### src/rtl/display_pkg.sv
// Shared types and constants for the two-digit multiplexed seven-segment scanner.
package display_pkg;

  typedef enum logic [1:0] {
    LEFT_ON  = 2'd0,
    BLANK_L  = 2'd1,
    RIGHT_ON = 2'd2,
    BLANK_R  = 2'd3
  } scan_state_e;

  localparam logic [6:0] SEG_OFF = 7'b0000000;
  localparam int LEFT  = 1;
  localparam int RIGHT = 0;

endpackage

### src/rtl/display_scan_timer.sv
// Phase counter: counts to CLK_DIV in lit phases or BLANK_CYC in dark phases, flags the last cycle.
module scan_timer #(
  parameter int CLK_DIV   = 50000,
  parameter int BLANK_CYC = 16
) (
  input  logic clk,
  input  logic reset,
  input  logic on_sel,
  output logic tc
);

  localparam int MAXC = (CLK_DIV > BLANK_CYC) ? CLK_DIV : BLANK_CYC;
  localparam int CW   = $clog2(MAXC);
  localparam logic [CW-1:0] ON_LAST  = CW'(CLK_DIV - 1);
  localparam logic [CW-1:0] BLK_LAST = CW'(BLANK_CYC - 1);

  logic [CW-1:0] cnt;

  assign tc = (cnt == (on_sel ? ON_LAST : BLK_LAST));

  // Terminal count wraps to zero, so the counter restarts on every state change.
  always_ff @(posedge clk) begin
    if (reset) begin
      cnt <= '0;
    end else if (tc) begin
      cnt <= '0;
    end else begin
      cnt <= cnt + CW'(1);
    end
  end

endmodule

### src/rtl/display_scan.sv
// Two-digit seven-segment scanner with blanking gaps between digit phases and registered outputs.
module display_scan
  import display_pkg::*;
#(
  parameter int CLK_DIV        = 50000,
  parameter int BLANK_CYC      = 16,
  parameter int SEG_ACTIVE_LOW = 0,
  parameter int AN_ACTIVE_LOW  = 1
) (
  input  logic       clk,
  input  logic       reset,
  input  logic [6:0] dse,
  input  logic [6:0] dsd,
  output logic [6:0] seg,
  output logic [1:0] an,
  output logic       phase_tick
);

  generate
    if (CLK_DIV < 2 || BLANK_CYC < 1) begin : g_bad_params
      $error("display_scan: CLK_DIV must be >= 2 and BLANK_CYC >= 1");
    end
  endgenerate

  localparam logic [1:0] AN_LEFT  = 2'b01 << LEFT;
  localparam logic [1:0] AN_RIGHT = 2'b01 << RIGHT;

  function automatic logic [6:0] seg_pol(input logic [6:0] p);
    return (SEG_ACTIVE_LOW != 0) ? ~p : p;
  endfunction

  function automatic logic [1:0] an_pol(input logic [1:0] lit);
    return (AN_ACTIVE_LOW != 0) ? ~lit : lit;
  endfunction

  scan_state_e state, nxt_state;
  logic        on_sel, tc;
  logic [6:0]  shadow_l, shadow_r;

  assign on_sel = (state == LEFT_ON) || (state == RIGHT_ON);

  scan_timer #(
    .CLK_DIV  (CLK_DIV),
    .BLANK_CYC(BLANK_CYC)
  ) u_timer (
    .clk   (clk),
    .reset (reset),
    .on_sel(on_sel),
    .tc    (tc)
  );

  always_comb begin
    nxt_state = state;
    case (state)
      LEFT_ON:  nxt_state = BLANK_L;
      BLANK_L:  nxt_state = RIGHT_ON;
      RIGHT_ON: nxt_state = BLANK_R;
      BLANK_R:  nxt_state = LEFT_ON;
      default:  nxt_state = BLANK_R;
    endcase
  end

  // Outputs are loaded from the next state so they change on the transition edge itself.
  always_ff @(posedge clk) begin
    if (reset) begin
      state      <= BLANK_R;
      shadow_l   <= SEG_OFF;
      shadow_r   <= SEG_OFF;
      seg        <= seg_pol(SEG_OFF);
      an         <= an_pol(2'b00);
      phase_tick <= 1'b0;
    end else begin
      phase_tick <= 1'b0;
      if (tc) begin
        state <= nxt_state;
        case (nxt_state)
          LEFT_ON: begin
            shadow_l   <= dse;
            seg        <= seg_pol(dse);
            an         <= an_pol(AN_LEFT);
            phase_tick <= 1'b1;
          end
          RIGHT_ON: begin
            shadow_r   <= dsd;
            seg        <= seg_pol(dsd);
            an         <= an_pol(AN_RIGHT);
            phase_tick <= 1'b1;
          end
          default: begin
            seg <= seg_pol(SEG_OFF);
            an  <= an_pol(2'b00);
          end
        endcase
      end else begin
        // Mid-phase the digit is driven only from its shadow, never from the live inputs.
        case (state)
          LEFT_ON:  seg <= seg_pol(shadow_l);
          RIGHT_ON: seg <= seg_pol(shadow_r);
          default:  seg <= seg_pol(SEG_OFF);
        endcase
      end
    end
  end

endmodule

### config.mk
export PLATFORM = sky130hd
export DESIGN_NAME = display_scan
export DESIGN_NICKNAME = d
export VERILOG_FILES = /design/src/rtl/display_pkg.sv /design/src/rtl/display_scan_timer.sv /design/src/rtl/display_scan.sv
export SDC_FILE = /design/constraint.sdc
export NUM_CORES = 1
export LEC_CHECK = 0
export BUFFER_PORTS_ARGS = -buffer_cell sky130_fd_sc_hd__buf_4
export CORE_ASPECT_RATIO = 1.4
export CORE_MARGIN = 4
export CORE_UTILIZATION = 50
export CTS_CLUSTER_SIZE = 25
export DETAILED_ROUTE_END_ITERATION = 16
export GPL_TIMING_DRIVEN = 0
export PLACE_DENSITY = 0.79
export REMOVE_ABC_BUFFERS = 1
export SYNTH_ARGS = -nofsm -noshare
export SYNTH_HDL_FRONTEND = slang
export SYNTH_SLANG_ARGS = --single-unit
### constraint.sdc
create_clock -name clk -period 1.7 [get_ports clk]
set_input_delay 0.255 -clock clk [delete_from_list [all_inputs] [get_ports clk]]
set_output_delay 0.255 -clock clk [all_outputs]
set_load 0.02 [all_outputs]
; ---- After elaboration in Yosys (flattened, before gate mapping)
; Cells that the tools add are included.
[classes]
addsub = 1
n_eq_ne = 5
n_mux = 7
bitwise = 1
reduce_logical = 8
[ops]
columns = operator, n
row1 = $pmux W7 S2, 2
row2 = $add A16 B1 Y16 const B, 1
row3 = $eq A16 B16 Y1, 1
row4 = $mux W16, 1
row5 = $pmux W2 S4, 1
row6 = $mux W7, 1
row7 = $eq A2 B2 Y1 const B, 3
row8 = $reduce_or A2 Y1, 3
row9 = $logic_not A2 Y1, 2
row10 = $pmux W2 S2, 1
row11 = $reduce_and A2 Y1, 2
row12 = $eq A2 B1 Y1 const B, 1
row13 = $logic_or A1 B1 Y1, 1
row14 = $mux W1, 1
row15 = $not A1 Y1, 1
[totals]
reg_bits = 42
in_bits = 16
output_inout_bits = 10
wordCells = 29

; ---- Depth between registers and ports, before layout
; Gate-level depths: netlist of run 1.
[depth]
ltp_word = 6
mapped_depth = 8
depth_no_buf = 6

; ---- Modules after synthesis
; A second synthesis of run 1 with hierarchy kept.
[unflattened]
cells_unflattened = 200
hier_area_um2 = 1764.2
[modules_own_cells]
columns = module, n_inst, cells_each, area_per_inst_um2, seq_area_each_um2
row1 = display_scan, 1, 117, 1036.0, 520.5
row2 = scan_timer, 1, 83, 728.2, 320.3

; ---- Worst setup path before layout of run 1
; OpenSTA, ideal clock, no wires.
[synth_timing]
kind = register to register
startpoint = register u_timer.cnt[0]
endpoint = register shadow_l[0]
arrival_time_ns = 1.678
slack_ns = -0.110
stages_incl_launch_ff = 8
path_buffers = 2
period_less_slack_ns = 1.810
cell_sequence = dfxtp_1 ha_1 and3_1 clkbuf_1 nand4_1 clkbuf_1 o31ai_1 a21oi_1
[synth_between]
elab_chain_len = 2
[synth_rtl]
columns = element, line_no
row1 = "start, declared", display_scan_timer.sv:17  ; logic [CW-1:0] cnt;
row2 = "start signal, assigned", display_scan_timer.sv:28  ; cnt <= cnt + CW'(1);
row3 = $eq A16 B16 Y1, display_scan_timer.sv:19  ; assign tc = (cnt == (on_sel ? ON_LAST : BLK_LAST));
row4 = $reduce_and A2 Y1 (no line), -
row5 = "end signal, assigned", display_scan.sv:78  ; shadow_l <= dse;
row6 = "end, declared", display_scan.sv:38  ; logic [6:0] shadow_l, shadow_r;
; Every way passes these cells.
; A chain may end at the register's enable or synchronous reset.

; ---- Final worst setup path of run 1
[layout_timing]
startpoint = register u_timer.cnt[14]
endpoint = register shadow_l[0]
; The elaborated chain is that of the path after synthesis.

==> summary.md, run 1 <==
| Metric | Value |
|---|---|
| Status | finished, violations left |
| Failing checks | negative setup slack |
| CP required | 1880 ps |
| Area delta synth->final | 33.0% |
| Io pins | 26 |
| Port Buffer Count | 25 |
| Crit. End Element | register |
| Synth area leader | dfxtp_1 |
| Width of the die | 61.2 um |
| Ant. Diodes | 0 |
| Grt peak-use layer | met2 |
| Max cap viols | 0 |
| Fin crit share | 104% |
| Final Hold Fails | 0 |
| Final WS setup | -73.8 ps |
| Mapped Cells | 227 |
| Drt via density | 6.54 |
| Synth cell count leaders | dfxtp_1 (42), a21oi_1 (33), nor2_1 (26), nand4_1 (18), a22oi_1 (14) |
| Iter 0 DRT Violations | 229 |
| H-tree depth | 2 |
| Seq cells post-synth | 42 |
| Critical path's top delay family | compound AO/OA/AOI/OAI gates |
| Worst setup SP type | register |
| DRC | 0 |
| Share of layout cells above drive strength 1 | 33.3% |
| Drt total wl | 5820 um |
| PD cells | 690 nW/um^2 |
| Area contributors post-synth | dfxtp_1 (42%), a21oi_1 (8.3%), nand4_1 (5.7%) |
| Final min period | 1770 ps |
| Vias in the first global route | 1827 |
| Maximum VDD drop | 0.529 mV |
| CTS tree | yes |
| R2R Path Start | u_timer.cnt[14]$_SDFF_PP0_ |
| Slew @ Worst Pin | 410 ps |
| RSZ-0062 raised after global routing | yes |
| Internal power | 1.43 mW |
| Max clock buf depth | 2 |
| CP max-delay cell | or4b_4 |
| Pre-CTS setup slack | -827 ps |
| Post-synthesis sequential area ratio | 42.4% |
| Dpl cell area | 2130 sq um |
| Worst setup path class | reg -> reg |
| Final Wtd Congestion | 0.787 |
| Crit-path max cell delay | 620 ps |
| Grt met3 use | 5.29% |
| Main flop type after synthesis | dfxtp_1 |
| Die Area | 5060 sq um |
| Fmax achieved | 0.564 GHz |
| Synth async-reset ratio | 0% |
| Worst skew pair latency | 300 ps |
| Die span in y | 82.5 um |
| Worst-path cell chain | or4b_4 -> o22a_4 -> o31ai_4 -> a21oi_1 |
| DR vias | 2002 |
| Clk sinks | 42 |
| Global-route wire length before repair | 8610 um |
| Core area | 3740 sq um |
| Clock Pin Slew Worst Setup and Hold Paths | 80 ps |
| Number of buffers created by CTS | 5 |
| Seq pwr share | 54.6% |
| WP buf/inv | 0 |
| Overflow after GRT | 0 |
| Antenna violations before repair | 0 |
| Leakage power | 0.933 nW |
| Sw frac | 21.3% |
| Post-Layout Inst Area | 2640 sq um |
| Clock skew | 11.7 ps |
| Hold/Removal Path Class | in -> reg |
| Post-synth top area share | 42.4% |
| Clk pwr share | 41.3% |
| Distinct cell type count of the synthesized netlist | 35 |
| ANT nets after route | 0 |
| WL per Instance | 19.0 um |
| Root buffer cell | clkbuf_8 |
| Met2 Resource Use GR | 38.1% |
| Number of synthesized flops with an enable pin | 0 |
| Final Slew Violations | 0 |
| Nets | 285 |
| Critical path startpoint | u_timer.cnt[14]$_SDFF_PP0_ |
| Critical path fanouts, max | 8 |
| Detailed-placement wirelength estimate | 2980 um |
| Most frequent cell after synthesis | dfxtp_1 |
| WP data arrival | 1950 ps |
| Largest net degree at the start of global routing | 30 |
| Max_slew headroom | 72.6% |
| Post-Route Setup TNS | -405 ps |
| Grt met1 use | 26.5% |
| Sw Pwr | 0.388 mW |
| Comb pwr share | 4.2% |
| Num rows | 26 |
| Endpoints failing setup | 16 |
| Post-synthesis cell area | 1980 sq um |
| GRT Overall Usage | 22.9% |
| Starting Density | 53.0% |
| FILL cells | 290 |
| Hold path start | dsd[6] |
| DRT Pass-1 Iters | 5 |
| Synth warn | 0 |
| Mapped Avg Cell Area | 8.74 sq um |
[area by class of cell]
type | count | area, sq um | share of cell area (%)
Sequential cell | 42 | 850 | 32.2
Multi-Input combinational cell | 164 | 1220 | 46.4
Clock buffer | 8 | 110 | 4.17
Timing Repair Buffer | 41 | 365 | 13.8
Inverter | 9 | 37.5 | 1.42
Tap cell | 42 | 52.6 | 1.99
[through the flow]
stage | std cells | utilization [%] | hold WS [ps] | power, mW
final | 306 | 70.6 | 218 | 1.82
after floorplan | 211 | - | 324 | 1.04
after detailed placement | 278 | 57.1 | 459 | 1.09
after CTS | 298 | 65.2 | 221 | 1.83
after global placement | 278 | 57.1 | 447 | 1.09
after global routing | 306 | 70.6 | 222 | 1.89
[layer usage]
| metal | vias up | part of all wire, % |
|---|---|---|
| met4 | 0 | 3.8 |
| li1 | 915 | - |
| met1 | 929 | 37 |
| met3 | 28 | 8.7 |
| met5 | - | 0 |
| met2 | 130 | 50 |
[layout by cell type, fill, tap and decap left out, drive strengths merged, types with 2 or more instances in the layout]
cell | netlist | final
and4 | 1 | 2
nor2 | 27 | 27
xnor2 | 11 | 11
a21oi | 33 | 33
clkbuf | 8 | 8
o22ai | 1 | 2
nand4 | 18 | 18
nand2 | 2 | 2
nand3 | 5 | 5
xor2 | 3 | 3
o31ai | 14 | 14
inv | 7 | 8
o21bai | 2 | 2
dfxtp | 42 | 42
or3 | 2 | 2
o22a | 1 | 3
ha | 6 | 6
a22oi | 14 | 14
nor4 | 4 | 4
buf | 8 | 41
nor3 | 7 | 7
[sequential cells by signal, indices dropped and copies added (netlist names)]
name / count
u_timer.cnt: 16
state: 2
phase_tick: 1
shadow_l: 7
an: 2
seg: 7
shadow_r: 7
[kinds of logic (layout without fill, tap and decap cells)]
logic type,after synthesis,count (layout),share of synthesized area (%)
buffers and inverters,25,58,6.24
flip-flops,42,42,42.4
adder cells (fa/ha/maj),6,6,3.78
AND/OR/NAND/NOR,70,71,18.6
AO/OA/AOI/OAI,70,73,22.8
XOR/XNOR,14,14,6.18
[final timing paths]
kind,cells past startpoint,slack (ps),endpoint
setup / recovery,4,-70,shadow_l[0]$_SDFFE_PP0P_
hold reg to reg,1,440,u_timer.cnt[0]$_SDFF_PP0_
hold / removal,3,220,shadow_r[6]$_SDFFE_PP0P_
setup reg to reg,4,-70,shadow_l[0]$_SDFFE_PP0P_
[worst reg2reg max path, stage by stage, from the launching register on]
cell and delay [ps]:
dfxtp_2 340, or4b_4 620, o22a_4 300, o31ai_4 270
a21oi_1 120
[power by group through the flow]
stage | Clock [mW] | Combinational, mW | Sequential [mW]
finish | 0.752 | 0.0759 | 0.994
global route | 0.812 | 0.0833 | 0.995
CTS | 0.757 | 0.0740 | 0.995
detailed placement | 0 | 0.0703 | 1.02
global placement | 0 | 0.0693 | 1.02
floorplan | 0 | 0.0240 | 1.02
[repair_timing]
| action | in CTS | in global routing |
|---|---|---|
| pin swaps | 6 | 12 |
| resized for setup | 23 | 27 |
| endpoints found under the setup margin | 42 | 42 |
| cloned | 4 | 1 |
| hold buffers | 0 | 0 |
| buffers inserted | 8 | 7 |
| endpoints found under the hold margin | 0 | 0 |
No activity file was read; power rests on OpenSTA's default activity.
==> run 2: changes to the inputs <==
--- a/config.mk
+++ b/config.mk
@@ -6,13 +6,16 @@
 export NUM_CORES = 1
 export LEC_CHECK = 0
 export BUFFER_PORTS_ARGS = -buffer_cell sky130_fd_sc_hd__buf_4
+export CAP_MARGIN = 20
 export CORE_ASPECT_RATIO = 1.4
 export CORE_MARGIN = 4
 export CORE_UTILIZATION = 50
 export CTS_CLUSTER_SIZE = 25
 export DETAILED_ROUTE_END_ITERATION = 16
 export GPL_TIMING_DRIVEN = 0
+export HOLD_SLACK_MARGIN = 0.08
 export PLACE_DENSITY = 0.79
+export RECOVER_POWER = 100
 export REMOVE_ABC_BUFFERS = 1
 export SYNTH_ARGS = -nofsm -noshare
 export SYNTH_HDL_FRONTEND = slang
==> run 2 against run 1 <==
  * The run still ends with negative setup slack left
  * Total power is 0.24% higher
  * Combinational power hardly changed
  * Final cell count stayed put
  * Sequential share of layout area is 0.46 points higher
  * First-iteration DRC count is 15% lower
  * Fmax is 0.11% lower
  * Die area stayed put
  * Critical path type unchanged
  * Largest power group unchanged
  * Highest routed layer unchanged
==> summary.md, run 2 (synthesis results as in run 1) <==
| Metric | Value |
|---|---|
| Share of layout cells above drive strength 1 | 29.5% (-3.8 points) |
| Final Hold Fails | 0 (unchanged) |
| FILL cells | 298 (+2.8%) |
| Starting Density | 53.0% (unchanged) |
| Number of buffers created by CTS | 5 (unchanged) |
| GRT Overall Usage | 22.9% (unchanged) |
| Maximum VDD drop | 0.529 mV (about the same) |
| Clk sinks | 42 (unchanged) |
| Global-route wire length before repair | 8610 um (unchanged) |
| Most frequent cells in the layout | dfxtp_1 (37), a21oi_1 (30), nor2_1 (24) |
| Core area | 3740 sq um (unchanged) |
| Hold/Removal Path Class | in -> reg |
| Worst-case reg-to-reg path depth | 4 (unchanged) |
| Total power | 1.83 mW (+0.24%) |
| Clock skew | 13.1 ps (+1.41 ps) |
| Final WS setup | -75.8 ps (-1.96 ps) |
| Most common cell after layout, fill and taps aside | dfxtp_1 |
| Nets | 285 (unchanged) |
| Root buffer cell | clkbuf_8 |
| Largest net degree at the start of global routing | 30 (unchanged) |
| Seq pwr share | 54.4% (-0.2 points) |
| Leakage power | 0.893 nW (-4.3%) |
| PD cells | 702 nW/um^2 (+1.7%) |
| Crit. End Element | register |
| Internal power | 1.43 mW (about the same) |
| Max_slew headroom | 72.2% (-0.46 points) |
| Antenna violations before repair | 0 (unchanged) |
| Final Wtd Congestion | 0.787 (unchanged) |
| WP data arrival | 1960 ps (about the same) |
| Detailed-placement wirelength estimate | 2980 um (unchanged) |
| Status | finished, violations left |
| R2r setup slk | -80 ps (about the same) |
| DR vias | 2003 (+0.050%) |
| Clock Pin Slew Worst Setup and Hold Paths | 90 ps (about the same) |
| Width of the die | 61.2 um (unchanged) |
| Clk pwr share | 41.4% (about the same) |
| R2r endpoint | shadow_r[3]$_SDFFE_PP0P_ |
| Area occupied by multi-input gates | 1220 sq um (unchanged) |
| CTS tree | yes |
| Fmax achieved | 0.563 GHz (-0.11%) |
| Sw Pwr | 0.392 mW (+1.1%) |
| Final hold slack | 218 ps (-0.396 ps) |
| Die Area | 5060 sq um (unchanged) |
| Endpoints failing setup | 15 (-1) |
| RSZ-0062 raised after global routing | yes |
| Iter 0 DRT Violations | 195 (-15%) |
| Worst setup path class | reg -> reg |
| Hold depth | 3 (unchanged) |
| Final min period | 1780 ps (+1.96 ps) |
| DRT Pass-1 Iters | 5 (unchanged) |
| R2R Path Start | u_timer.cnt[14]$_SDFF_PP0_ |
| Max cap viols | 0 (unchanged) |
| H-tree depth | 2 (unchanged) |
| Worst skew pair latency | 300 ps (about the same) |
| Failing checks | negative setup slack |
| Hold Path End | shadow_r[6]$_SDFFE_PP0P_ |
| Vias in the first global route | 1827 (unchanged) |
| Ant. Diodes | 0 (unchanged) |
| Largest reg by FF count | u_timer.cnt |
| Pre-CTS setup slack | -827 ps (unchanged) |
| Critical path startpoint | u_timer.cnt[14]$_SDFF_PP0_ |
| WL per Instance | 19.2 um (+1.0%) |
| Fin crit share | 104% (+0.12 points) |
| DRC | 0 (unchanged) |
| Die span in y | 82.5 um (unchanged) |
| Register area | 850 sq um (unchanged) |
| Area delta synth->final | 31.1% |
| Max reg flops | 16 (unchanged) |
| Drt total wl | 5880 um (+1.0%) |
| Overflow after GRT | 0 (unchanged) |
| Comb pwr share | 4.2% (about the same) |
| Drt via density | 6.55 (about the same) |
| Max clock buf depth | 2 (unchanged) |
| Port Buffer Count | 25 (unchanged) |
| Hold buffer count at CTS | 0 (unchanged) |
| Io pins | 26 (unchanged) |
| Final Slew Violations | 0 (unchanged) |
| CP required | 1890 ps (about the same) |
| Sw frac | 21.5% (+0.19 points) |
| Worst setup SP type | register |
| Slew @ Worst Pin | 414 ps (+4.73 ps) |
| Critical path fanouts, max | 5 (-3) |
| ANT nets after route | 0 (unchanged) |
| Num rows | 26 (unchanged) |
| Hold path start | dsd[6] |
-- run 2: changes by cell type in the layout (fill, tap and decap cells not counted), sizes merged --
cell / previous run / this run
buf: 41 / 31
clkbuf: 8 / 18
-- run 2: worst max-delay path by stage --
stage | cells past startpoint | endpoint | slack (ps)
global route | 6 | shadow_r[4]$_SDFFE_PP0P_ | -100
global placement | 4 | u_timer.cnt[8]$_SDFF_PP0_ | -790
floorplan | 4 | u_timer.cnt[10]$_SDFF_PP0_ | -370
CTS | 4 | state[1]$_SDFFE_PP1N_ | -1
detailed placement | 4 | u_timer.cnt[4]$_SDFF_PP0_ | -830
finish | 4 | shadow_r[3]$_SDFFE_PP0P_ | -80
-- run 2: layout make-up --
| cell class | count | share of cell area [%] |
|---|---|---|
| multi-input combinational | 164 | 47.1 |
| sequential | 42 | 32.6 |
| inverter | 9 | 1.44 |
| clock buffer | 8 | 4.23 |
| tap | 42 | 2.02 |
| timing repair buffer | 41 | 12.6 |
-- run 2: power by group through the flow --
stage	Combinational [mW]	Sequential (mW)	Clock, mW
final	0.0759	0.994	0.757
after global routing	0.0833	0.995	0.812
after CTS	0.0740	0.995	0.757
after detailed placement	0.0703	1.02	0
after global placement	0.0693	1.02	0
after floorplan	0.0240	1.02	0
-- run 2: critical path: stages (launching register included) --
cell and delay (ps):
dfxtp_2 340, or4b_4 620, o22a_2 290, o31ai_2 300, a21oi_2 100
-- run 2: repair_timing --
action,in CTS,in global routing
pin swaps,6,12
setup buffers,8,7
gates cloned,4,1
setup endpoints to repair,42,42
resized for setup,23,27
-- run 2: layer usage --
metal / vias up / wire length (um) / GRT usage (%)
li1: 916 / - / -
met2: 116 / 2960 / 38.1
met5: - / 0 / 0
met4: 0 / 197 / 12.4
met1: 951 / 2270 / 26.5
met3: 20 / 459 / 5.29
-- run 2: per-stage QoR --
stage / instances / utilization, % / setup TNS [ps] / cell area [sq um]
final: 306 / 69.6 / -392 / 2600
after detailed placement: 278 / 57.1 / -26160 / 2130
after global placement: 278 / 57.1 / -25580 / 2130
after CTS: 298 / 65.2 / -1.09 / 2440
after global routing: 306 / 69.6 / -2530 / 2600
after floorplan: 211 / - / -8690 / 1890
